[config.mk]
export PLATFORM = sky130hd
export DESIGN_NAME = quad_gen
export DESIGN_NICKNAME = d
export VERILOG_FILES = /design/src/rtl/quad_pkg.sv /design/src/rtl/phase_timer.sv /design/src/rtl/quad_gen.sv
export SDC_FILE = /design/constraint.sdc
export NUM_CORES = 1
export LEC_CHECK = 0
export ABC_AREA = 1
export CAP_MARGIN = 20
export CORE_MARGIN = 1.5
export CORE_UTILIZATION = 46
export CTS_CLUSTER_SIZE = 10
export DETAILED_ROUTE_END_ITERATION = 6
export PLACE_DENSITY = 0.68
export SLEW_MARGIN = 40
export SYNTH_ARGS = -nofsm -noshare
export SYNTH_HDL_FRONTEND = slang
export SYNTH_SLANG_ARGS = --single-unit
[constraint.sdc]
create_clock -name clk -period 4.1 [get_ports clk]
set_input_delay 0.41 -clock clk [delete_from_list [all_inputs] [get_ports clk]]
set_output_delay 0.41 -clock clk [all_outputs]
set_load 0.005 [all_outputs]
[src/rtl/quad_pkg.sv]
// Shared definitions for the quadrature generator: FSM states and default sizing.
package quad_pkg;

    localparam int DEFAULT_WIDTH        = 8;
    localparam int DEFAULT_PHASE_CYCLES = 1024;

    typedef enum logic [2:0] {
        ST_IDLE  = 3'd0,
        ST_EDGE1 = 3'd1,
        ST_EDGE2 = 3'd2,
        ST_HOLD  = 3'd3,
        ST_DONE  = 3'd4
    } state_t;

endpackage

[src/rtl/phase_timer.sv]
// Phase hold timer: counts PHASE_CYCLES-1 down to 0 after a load; expire is high while it reads 0.
module phase_timer #(
    parameter int PHASE_CYCLES = quad_pkg::DEFAULT_PHASE_CYCLES
) (
    input  logic clk,
    input  logic reset,
    input  logic load,
    output logic expire
);

    localparam int TW = (PHASE_CYCLES > 1) ? $clog2(PHASE_CYCLES) : 1;
    localparam logic [TW-1:0] RELOAD = TW'(PHASE_CYCLES - 1);

    logic [TW-1:0] count;

    always_ff @(posedge clk) begin
        if (reset) begin
            count <= '0;
        end else if (load) begin
            count <= RELOAD;
        end else if (count != '0) begin
            count <= count - TW'(1);
        end
    end

    assign expire = (count == '0);

endmodule

[src/rtl/quad_gen.sv]
// Quadrature A/B generator: walks a matched decoder's count to the requested target
// along the shorter direction around the WIDTH-bit wrap, one two-edge step at a time.
//
// Handshake: a request is taken on any rising edge where target_valid && target_ready;
// target is latched then. Requests arriving while busy are dropped, never queued.
module quad_gen
    import quad_pkg::*;
#(
    parameter int WIDTH        = DEFAULT_WIDTH,
    parameter int PHASE_CYCLES = DEFAULT_PHASE_CYCLES
) (
    input  logic             clk,
    input  logic             reset,
    input  logic [WIDTH-1:0] target,
    input  logic             target_valid,
    output logic             target_ready,
    output logic             a,
    output logic             b,
    output logic [WIDTH-1:0] position,
    output logic             busy,
    output logic             done,
    output logic [2:0]       state_dbg
);

    localparam logic [WIDTH-1:0] HALF = {1'b1, {(WIDTH-1){1'b0}}};

    state_t           state;
    logic [WIDTH-1:0] target_q;
    logic             up_q;
    logic             expire;
    logic             load;
    logic             accept;
    logic [WIDTH-1:0] diff;
    logic             diff_up;

    assign accept  = target_valid && target_ready;
    assign diff    = target - position;
    // The exact half-way distance has no shorter side; it is resolved upward.
    assign diff_up = !diff[WIDTH-1] || (diff == HALF);
    assign load    = accept || (expire && (state == ST_EDGE1 || state == ST_EDGE2));

    phase_timer #(.PHASE_CYCLES(PHASE_CYCLES)) u_timer (
        .clk    (clk),
        .reset  (reset),
        .load   (load),
        .expire (expire)
    );

    always_ff @(posedge clk) begin
        if (reset) begin
            state        <= ST_IDLE;
            a            <= 1'b0;
            b            <= 1'b0;
            position     <= '0;
            target_q     <= '0;
            up_q         <= 1'b0;
            busy         <= 1'b0;
            done         <= 1'b0;
            target_ready <= 1'b1;
        end else begin
            done <= 1'b0;
            case (state)
                ST_IDLE: begin
                    if (accept) begin
                        target_q     <= target;
                        up_q         <= diff_up;
                        target_ready <= 1'b0;
                        if (diff == '0) begin
                            state <= ST_DONE;
                        end else begin
                            state <= ST_EDGE1;
                            busy  <= 1'b1;
                        end
                    end
                end
                // Counting edge: A when stepping up, B when stepping down.
                ST_EDGE1: begin
                    if (expire) begin
                        if (up_q) begin
                            a        <= ~a;
                            position <= position + WIDTH'(1);
                        end else begin
                            b        <= ~b;
                            position <= position - WIDTH'(1);
                        end
                        state <= ST_EDGE2;
                    end
                end
                ST_EDGE2: begin
                    if (expire) begin
                        if (up_q) b <= ~b;
                        else      a <= ~a;
                        state <= (position == target_q) ? ST_HOLD : ST_EDGE1;
                    end
                end
                ST_HOLD: begin
                    if (expire) state <= ST_DONE;
                end
                ST_DONE: begin
                    done         <= 1'b1;
                    busy         <= 1'b0;
                    target_ready <= 1'b1;
                    state        <= ST_IDLE;
                end
                default: state <= ST_IDLE;
            endcase
        end
    end

    assign state_dbg = state;

endmodule
## Yosys cells after proc, flatten, opt, wreduce, memory -nomap -nowiden

Index checks and enable logic that the tools add are counted.
W data, S select, Z words.

| cells by class | value |
|---|---|
| add/sub/neg operators | 4 |
| equal/unequal tests | 15 |
| multiplexer cells | 26 |
| bitwise logic cells | 2 |
| reductions and logical operators | 20 |

Operators with widths:

| kind | count |
|---|---|
| $mux W10 | 2 |
| $ne A2 B2 Y1 const B | 9 |
| $mux W3 | 5 |
| $mux W1 | 12 |
| $pmux W3 S4 | 1 |
| $logic_not A10 Y1 | 1 |
| $reduce_and A5 Y1 | 2 |
| $reduce_bool A10 Y1 | 1 |
| $sub A10 B1 Y10 const B | 1 |
| $add A8 B1 Y8 const B | 1 |
| $eq A8 B8 Y1 | 1 |
| $eq A8 B8 Y1 const B | 1 |
| $logic_not A8 Y1 | 1 |
| $mux W8 | 1 |
| $pmux W1 S2 | 4 |
| $sub A8 B1 Y8 const B | 1 |
| $sub A8 B8 Y8 | 1 |
| $eq A3 B2 Y1 const B | 2 |
| $reduce_and A2 Y1 | 3 |
| $reduce_bool A2 Y1 | 3 |
| $reduce_and A4 Y1 | 1 |
| $eq A3 B1 Y1 const B | 1 |
| $eq A3 B3 Y1 const B | 1 |
| $logic_not A3 Y1 | 1 |
| other kinds (6) | 10 |

| storage, ports and cells | value |
|---|---|
| register bits | 35 |
| word-level logic and storage cells | 77 |

## Depth between registers and ports, before layout

Gate-level depths: netlist of the first run.

| depth | value |
|---|---|
| word-level depth | 5 |
| depth in mapped cells | 15 |
| gate-level depth less buffers | 15 |

## Cells and area by module

A second synthesis of the first run with hierarchy kept.

| second synthesis, totals | value |
|---|---|
| cells, all modules | 370 |
| area total of the unflattened synthesis | 2461.1 µm² |

By module, submodules not included:

| module | times used | cells an instance | area each (µm²) | sequential area each (µm²) |
|---|---|---|---|---|
| quad_gen | 1 | 272 | 1854.3 | 500.5 |
| phase_timer | 1 | 98 | 606.8 | 200.2 |

## Worst setup path after synthesis of the first run

OpenSTA, ideal clock, no wires.

| timing | value |
|---|---|
| path kind | reg-to-reg |
| from | register position[1] |
| to | register state[0] (netlist: state_dbg[0]) |
| library setup time | 0.132 ns |
| arrival time | 1.606 ns |
| setup slack | 2.362 ns |
| cell stages (with the launch flop) | 15 |
| path through | dfxtp_1 > inv_1 > ha_1 > nand2_1 > nand2_1 > nand2_1 > nand2_1 > nand2_1 > nand2_1 > nor2_1 > nand3_1 > nand2_1 > nand2_1 > nand2_1 > a21oi_1 |

| on the way | value |
|---|---|
| word-level cells in the longest chain between the ends | 5 |

Ends and longest elaborated chain:

| element | RTL line | RTL |
|---|---|---|
| start, declared | quad_gen.sv:19 | `output logic [WIDTH-1:0] position,` |
| start signal, assigned | quad_gen.sv:81 | `position <= position + WIDTH'(1);` |
| start signal, assigned | quad_gen.sv:84 | `position <= position - WIDTH'(1);` |
| $sub A8 B8 Y8 | quad_gen.sv:37 | `assign diff = target - position;` |
| $logic_not A8 Y1 | quad_gen.sv:68 | `if (diff == '0) begin` |
| $mux W3 | quad_gen.sv:68 |  |
| $mux W3 | quad_gen.sv:64 | `if (accept) begin` |
| $pmux W3 S4 | quad_gen.sv:62 | `case (state)` |
| end signal, assigned | quad_gen.sv:93 | `state <= (position == target_q) ? ST_HOLD : ST_EDGE1;` |
| end, declared | quad_gen.sv:27 | `state_t state;` |

No other way between the ends. The select of a mux whose other input is x is not followed.
A chain may end at the register's enable or synchronous reset.

## Worst setup path in the final report of the first run

| timing | value |
|---|---|
| from | input port target[1] |
| to | register state[0] (netlist: state_dbg[0]) |

| on the way | value |
|---|---|
| word-level cells in the longest chain between the ends | 5 |

Ends and longest elaborated chain:

| element | RTL line | RTL |
|---|---|---|
| start, declared | quad_gen.sv:14 | `input logic [WIDTH-1:0] target,` |
| $sub A8 B8 Y8 | quad_gen.sv:37 |  |
| $logic_not A8 Y1 | quad_gen.sv:68 |  |
| $mux W3 | quad_gen.sv:68 |  |
| $mux W3 | quad_gen.sv:64 |  |
| $pmux W3 S4 | quad_gen.sv:62 |  |

No other way between the ends. The select of a mux whose other input is x is not followed.

==> insert_results.sql, run 1 <==
INSERT INTO impl_metrics (metric_group, metric, value, unit) VALUES
('setup_path', 'cpPeakStageDelay', '440', 'ps'),
('layout', 'regArea', '701', 'um2'),
('clock_network', 'postCtsSetupRepairBufs', '0', ''),
('layout', 'final_layout_size_suffix_gt1_frac', '0.0730', ''),
('clock_network', 'h-tree-depth', '2', ''),
('layout', 'syn_to_final_growth', '20.3', '%'),
('setup_path', 'worst-r2r-cell-count', '14', ''),
('timing', 'skew', '9.12', 'ps'),
('power_and_ir_drop', 'power_frac_comb', '0.345', ''),
('logic_synthesis', 'synth.net_count', '366', ''),
('clock_network', 'clkLatencyLatePin', '290', 'ps'),
('floorplan', 'die_x', '73.6', 'um'),
('grt', 'grt_start_max_net_pins', '22', ''),
('drt', 'detail_route.wl_per_cell', '11.5', 'um'),
('drt', 'firstDrtPassIters', '4', ''),
('clock_network', 'post_cts_resize_count', '0', ''),
('logic_synthesis', 'synthesis.area_per_instance', '6.73', 'um2'),
('logic_synthesis', 'count_of_different_cell_masters_after_synthesis', '34', ''),
('placed_design', 'hpwl_after_detailed_placement', '3850', 'um'),
('power_and_ir_drop', 'cell_internal_pwr', '0.803', 'mW'),
('setup_path', 'timing.critical_path.from_type', 'input pin', ''),
('setup_path', 'critical_path_arrival', '2230', 'ps'),
('timing', 'unrepaired_setup_endpoints_after_global_routing', 'no', ''),
('logic_synthesis', 'ys.warnings.count', '0', ''),
('grt', 'first_global_vias', '1835', ''),
('power_and_ir_drop', 'p_switching', '0.432', 'mW'),
('logic_synthesis', 'ys.flop_type', 'sky130_fd_sc_hd__dfxtp_1', ''),
('power_and_ir_drop', 'power_per_cell_area', '449', 'nW/um2'),
('layout', 'ant_cells', '0', ''),
('min_path', 'hold_path.class', 'flop to flop', ''),
('clock_network', 'cts_tree', 'built', ''),
('logic_synthesis', 'synth_edf_count', '0', ''),
('grt', 'globalRouteTotalUtil', '0.200', ''),
('layout', 'final_net_count', '395', ''),
('drt', 'drc', '0', ''),
('job', 'drv_cap', '0', ''),
('layout', 'multi_input_gate_area', '1360', 'um2'),
('timing', 'worst_slew_margin_rel', '0.482', ''),
('timing', 'timing_hold_violations_final', '0', ''),
('floorplan', 'chipHeight', '73.6', 'um'),
('layout', 'postLayoutCellArea', '2750', 'um2'),
('floorplan', 'floorplan.rows', '25', ''),
('setup_path', 'startpoint', 'target[1]', ''),
('drt', 'drt-vias-per-instance', '4.92', ''),
('clock_network', 'cts_num_sinks', '35', ''),
('grt', 'total_grt_overflow', '0', ''),
('drt', 'route.vias.total', '2152', ''),
('logic_synthesis', 'netlist_area', '2290', 'um2'),
('setup_path', 'reg2reg_from', 'position[1]', ''),
('setup_path', 'r2r_slack', '2020', 'ps'),
('floorplan', 'core_region_area', '4750', 'um2'),
('floorplan', 'initial_util', '0.482', ''),
('setup_path', 'cpMaxStageDelayCell', 'sky130_fd_sc_hd__clkdlybuf4s50_1', ''),
('timing', 'timing.final.max_slew_violations', '0', ''),
('clock_network', 'cts_root_buffer', 'sky130_fd_sc_hd__clkbuf_8', ''),
('placed_design', 'routabilityCongestion', '0.817', ''),
('status', 'run_status', 'completed', ''),
('logic_synthesis', 'synth_seq_cells', '35', ''),
('logic_synthesis', 'netlist.area_leader.share', '0.306', ''),
('logic_synthesis', 'synthArstFlopShare', '0', ''),
('timing', 'period_share', '0.509', ''),
('power_and_ir_drop', 'vdd_ir_drop_max', '0.263', 'mV'),
('power_and_ir_drop', 'seqPwrFrac', '0.352', ''),
('clock_network', 'clk_path_buf_depth', '2', ''),
('grt', 'initial_antenna_violation_count', '0', ''),
('timing', 'achievable-frequency', '479', 'MHz'),
('grt', 'global_route_wire_length_before_repair', '8310', 'um'),
('power_and_ir_drop', 'power.share.switching', '0.350', ''),
('timing', 'post-route-min-period', '2090', 'ps'),
('logic_synthesis', 'post_synth_main_area_contributors', 'sky130_fd_sc_hd__dfxtp_1, sky130_fd_sc_hd__nand2_1, sky130_fd_sc_hd__a21oi_1', ''),
('setup_path', 'critical_path.most_common_cell', 'sky130_fd_sc_hd__nand2_1', '');
[layer usage]
| layer | GRT usage | wire (um) | vias up |
|---|---|---|---|
| li1 | - | - | 1166 |
| met4 | 0.0658 | 40 | 0 |
| met2 | 0.304 | 2320 | 35 |
| met1 | 0.283 | 2510 | 947 |
| met5 | 0 | 0 | - |
| met3 | 0.0370 | 162 | 4 |
[final cells by class]
type | count | share of cell area
inverter | 56 | 0.0772
multi-input combinational | 245 | 0.494
sequential | 35 | 0.254
tap | 67 | 0.0304
timing repair buffer | 26 | 0.0945
clock inverter | 3 | 0.0245
clock buffer | 5 | 0.0250
[power by group through the flow]
stage	sequential [mW]	combinational [mW]	clock [mW]
6_report	0.435	0.427	0.373
5_1_grt	0.441	0.489	0.394
4_1_cts	0.434	0.430	0.382
3_5_place_dp	0.441	0.428	0
3_3_place_gp	0.442	0.423	0
2_1_floorplan	0.436	0.326	0
[worst max-delay path by stage]
stage                              end  slack, ps  cells after the start
after global placement    state_dbg[0]       1680                     14
after global routing      state_dbg[0]       1760                     14
after floorplan           state_dbg[0]       2360                     14
after detailed placement  state_dbg[0]       1710                     14
after CTS                 state_dbg[0]       2010                     14
final                     state_dbg[0]       2010                     14
[cell usage in the layout (no fill, tap or decap), types with 3 or more instances in the layout]
cell and instances:
sky130_fd_sc_hd__nand4_1 6, sky130_fd_sc_hd__ha_1 14, sky130_fd_sc_hd__inv_2 3, sky130_fd_sc_hd__nor3_1 4, sky130_fd_sc_hd__nor2_2 4, sky130_fd_sc_hd__nand2_1 81, sky130_fd_sc_hd__dfxtp_1 35, sky130_fd_sc_hd__nor2_1 25
sky130_fd_sc_hd__a21oi_1 41, sky130_fd_sc_hd__xor2_1 11, sky130_fd_sc_hd__nand3_1 22, sky130_fd_sc_hd__nor3_2 3, sky130_fd_sc_hd__inv_1 52, sky130_fd_sc_hd__o21ai_0 13, sky130_fd_sc_hd__clkdlybuf4s50_1 26, sky130_fd_sc_hd__clkbuf_8 5
[synth_stat cells (all sizes together) (2+ instances only)]
library cell	instances
a21oi	41
a31oi	2
clkbuf	3
dfxtp	35
ha	14
inv	56
nand2	84
nand3	23
nand3b	2
nand4	6
nor2	30
nor3	8
o21ai	15
xnor2	2
xor2	11
[metrics by stage]
step	utilization	worst slack (ps)	cells
floorplan	-	2360	340
global placement	0.551	1680	429
detailed placement	0.551	1710	429
CTS	0.579	2010	437
global route	0.579	1760	437
finish	0.579	2010	437
[registers in the layout, summed over array words and instances (netlist names)]
register	count
u_timer.count	10
target_ready	1
busy	1
b	1
state_dbg	3
done	1
a	1
up_q	1
position	8
target_q	8
[logic make-up after synthesis]
group / share of synthesized area
and+or+nand+nor: 0.310
xor gates and xnor gates: 0.0497
AOI/OAI and AO/OA: 0.149
adders and majority gates: 0.0852
DFF: 0.306
buffers and inverters: 0.100
[worst max-delay path, delay by kind of cell]
family / cells / cell delay [ps]
and+or+nand+nor: 11 / 960
AOI/OAI and AO/OA: 1 / 60
buffers and inverters: 1 / 440
adders and majority gates: 1 / 360
(Power assumes the default switching activity.)
==> run 2: changes to the inputs <==
Settings changed: PLACE_DENSITY 0.68 to 0.7.
Clock period 4.1 ns to 1.82 ns, I/O delays scaled along.
==> run 2 against run 1 <==
  * Cell area up 11%
  * Highest routed layer unchanged
  * Wire length up 13%
  * Register-to-register slack worse by 1900 ps
==> insert_results.sql, run 2 (synthesis results as in run 1) <==
INSERT INTO impl_metrics (metric_group, metric, value, unit) VALUES
('status', 'run_status', 'completed', ''),
('placed_design', 'placedCellCount', '450', ''),
('setup_path', 'cpMaxStageDelayCell', 'sky130_fd_sc_hd__dfxtp_2', ''),
('layout', 'final_net_count', '422', ''),
('timing', 'period_share', '0.944', ''),
('floorplan', 'chipHeight', '73.6', 'um'),
('floorplan', 'pin_count', '27', ''),
('setup_path', 'timing.critical_path.from_type', 'flop', ''),
('grt', 'initial_antenna_violation_count', '0', ''),
('timing', 'skew', '9.68', 'ps'),
('layout', 'syn_to_final_growth', '33.8', '%'),
('layout', 'most_flops_register', 'u_timer.count', ''),
('power_and_ir_drop', 'vdd_ir_drop_max', '0.383', 'mV'),
('clock_network', 'clkTransAtPathRegs', '70', 'ps'),
('clock_network', 'clk_path_buf_depth', '2', ''),
('placed_design', 'io_buffer_count', '26', ''),
('timing', 'setup_violations', '0', ''),
('floorplan', 'initial_util', '0.482', ''),
('layout', 'reg.largest.list', 'u_timer.count: 10 flops, position: 8 flops, target_q: 8 flops', ''),
('drt', 'detailedRoute.firstIterationViolations', '126', ''),
('timing', 'achievable-frequency', '582', 'MHz'),
('grt', 'total_grt_overflow', '0', ''),
('drt', 'postRouteAntennaNets', '0', ''),
('setup_path', 'cp_cell_sequence', 'buf_4 -> ha_4 -> a21oi_1 -> nand2_1 -> nand4_1 -> nand3_2 -> nor2_1 -> nor2_2 -> nand3_1 -> nand2_1 -> a21oi_1', ''),
('setup_path', 'endpoint_kind', 'flop', ''),
('grt', 'globalRouteTotalUtil', '0.216', ''),
('job', 'drv_cap', '0', ''),
('grt', 'grt_start_max_net_pins', '21', ''),
('power_and_ir_drop', 'power.static_leakage', '1.41', 'nW'),
('clock_network', 'cts_tree', 'built', ''),
('setup_path', 'worstPathRequired', '2040', 'ps'),
('placed_design', 'hpwl_after_detailed_placement', '4250', 'um'),
('floorplan', 'floorplan.rows', '25', ''),
('clock_network', 'h-tree-depth', '2', ''),
('setup_path', 'crit_fanout', '4', ''),
('drt', 'detail_route.wl_per_cell', '12.2', 'um'),
('setup_path', 'worst-path-buf-inv', '1', ''),
('setup_path', 'critical_path_arrival', '1940', 'ps'),
('min_path', 'holdCritStartpoint', 'target[1]', ''),
('drt', 'firstDrtPassIters', '4', ''),
('clock_network', 'cts_inserted_buffers', '5', ''),
('drt', 'drc', '0', ''),
('layout', 'post_layout_nonfiller_instances', '464', ''),
('setup_path', 'cpPeakStageDelay', '320', 'ps'),
('clock_network', 'cts_root_buffer', 'sky130_fd_sc_hd__clkbuf_8', ''),
('timing', 'timing.setup.tns', '0', 'ps'),
('layout', 'ant_cells', '0', ''),
('grt', 'first_global_vias', '1996', ''),
('timing', 'timing.final.max_slew_violations', '0', ''),
('timing', 'post-route-min-period', '1720', 'ps'),
('layout', 'final_common_cell', 'sky130_fd_sc_hd__nand2_1', ''),
('floorplan', 'core_region_area', '4750', 'um2'),
('timing', 'actual_slew_at_the_worst_max_slew_pin', '490', 'ps'),
('floorplan', 'die_area', '5410', 'um2'),
('timing', 'finalHoldWorstSlack', '363', 'ps'),
('drt', 'drt-vias-per-instance', '5.00', ''),
('grt', 'global_route_wire_length_before_repair', '8960', 'um'),
('setup_path', 'startpoint', 'position[2]', ''),
('setup_path', 'reg2reg_from', 'position[2]', ''),
('layout', 'largest_reg_flops', '10', ''),
('power_and_ir_drop', 'power_per_cell_area', '879', 'nW/um2'),
('timing', 'timing_hold_violations_final', '0', ''),
('clock_network', 'clkLatencyLatePin', '300', 'ps'),
('placed_design', 'routabilityCongestion', '0.831', ''),
('drt', 'route.vias.total', '2320', ''),
('power_and_ir_drop', 'p_total', '2.69', 'mW'),
('clock_network', 'cts_num_sinks', '35', ''),
('layout', 'layout_common_cells', 'sky130_fd_sc_hd__nand2_1, sky130_fd_sc_hd__inv_1, sky130_fd_sc_hd__a21oi_1', ''),
('min_path', 'hold_path.class', 'input pin to flop', ''),
('setup_path', 'timing_worst_setup_path_type', 'flop to flop', ''),
('drt', 'drt-total-wl', '5670', 'um'),
('timing', 'worst_slew_margin_rel', '0.673', ''),
('setup_path', 'path_delay_family', 'simple AND/OR/NAND/NOR gates', ''),
('floorplan', 'die_x', '73.6', 'um'),
('layout', 'final_layout_size_suffix_gt1_frac', '0.219', '');
[run 2: worst register-to-register path, delay by kind of cell (launching register included)]
family          cells  cell delay (ps)
compound gates      2              270
buf+inv             1              150
simple gates        7              660
flops               1              320
fa+ha+maj           1              250
[run 2: layout make-up]
class | instances | area, um2
tap | 67 | 83.8
clock inverter | 2 | 12.5
multi-input combinational | 245 | 1500
clock buffer | 6 | 72.6
inverter | 56 | 215
sequential | 35 | 711
fill | 444 | 1690
timing repair buffer | 53 | 465
[run 2: what timing repair did]
action                                  4_1_cts  5_1_grt
pin swaps                                     0       12
endpoints found under the hold margin         0        0
gates cloned                                  0        0
hold buffers                                  0        0
resized for setup                             1       38
endpoints found under the setup margin        1        6
buffers inserted                              0        6
[run 2: per-layer routing]
metal	GRT usage	share of wire
met1	0.295	0.47
met5	0	0
met4	0.0741	0.017
met2	0.344	0.47
met3	0.0370	0.040
[run 2: worst paths after layout]
kind	slack [ps]	depth (start not counted)	to
setup reg to reg	100	11	position[7]
setup / recovery	100	11	position[7]
hold / removal	360	3	target_q[1]
hold reg to reg	470	2	u_timer.count[0]
[run 2: power breakdown]
group	total, mW	internal (mW)	switching, mW	leakage, nW
Clock	0.559	0.267	0.292	0.0412
Sequential	0.979	0.886	0.0928	0.291
Combinational	1.15	0.496	0.658	1.08
[run 2: metrics by stage]
step	setup slack [ps]	util	area [um2]
5_1_grt	-32.8	0.644	3060
6_report	102	0.644	3060
2_1_floorplan	81.9	-	2290
3_5_place_dp	-259	0.584	2780
3_3_place_gp	-251	0.584	2780
4_1_cts	3.52	0.602	2860
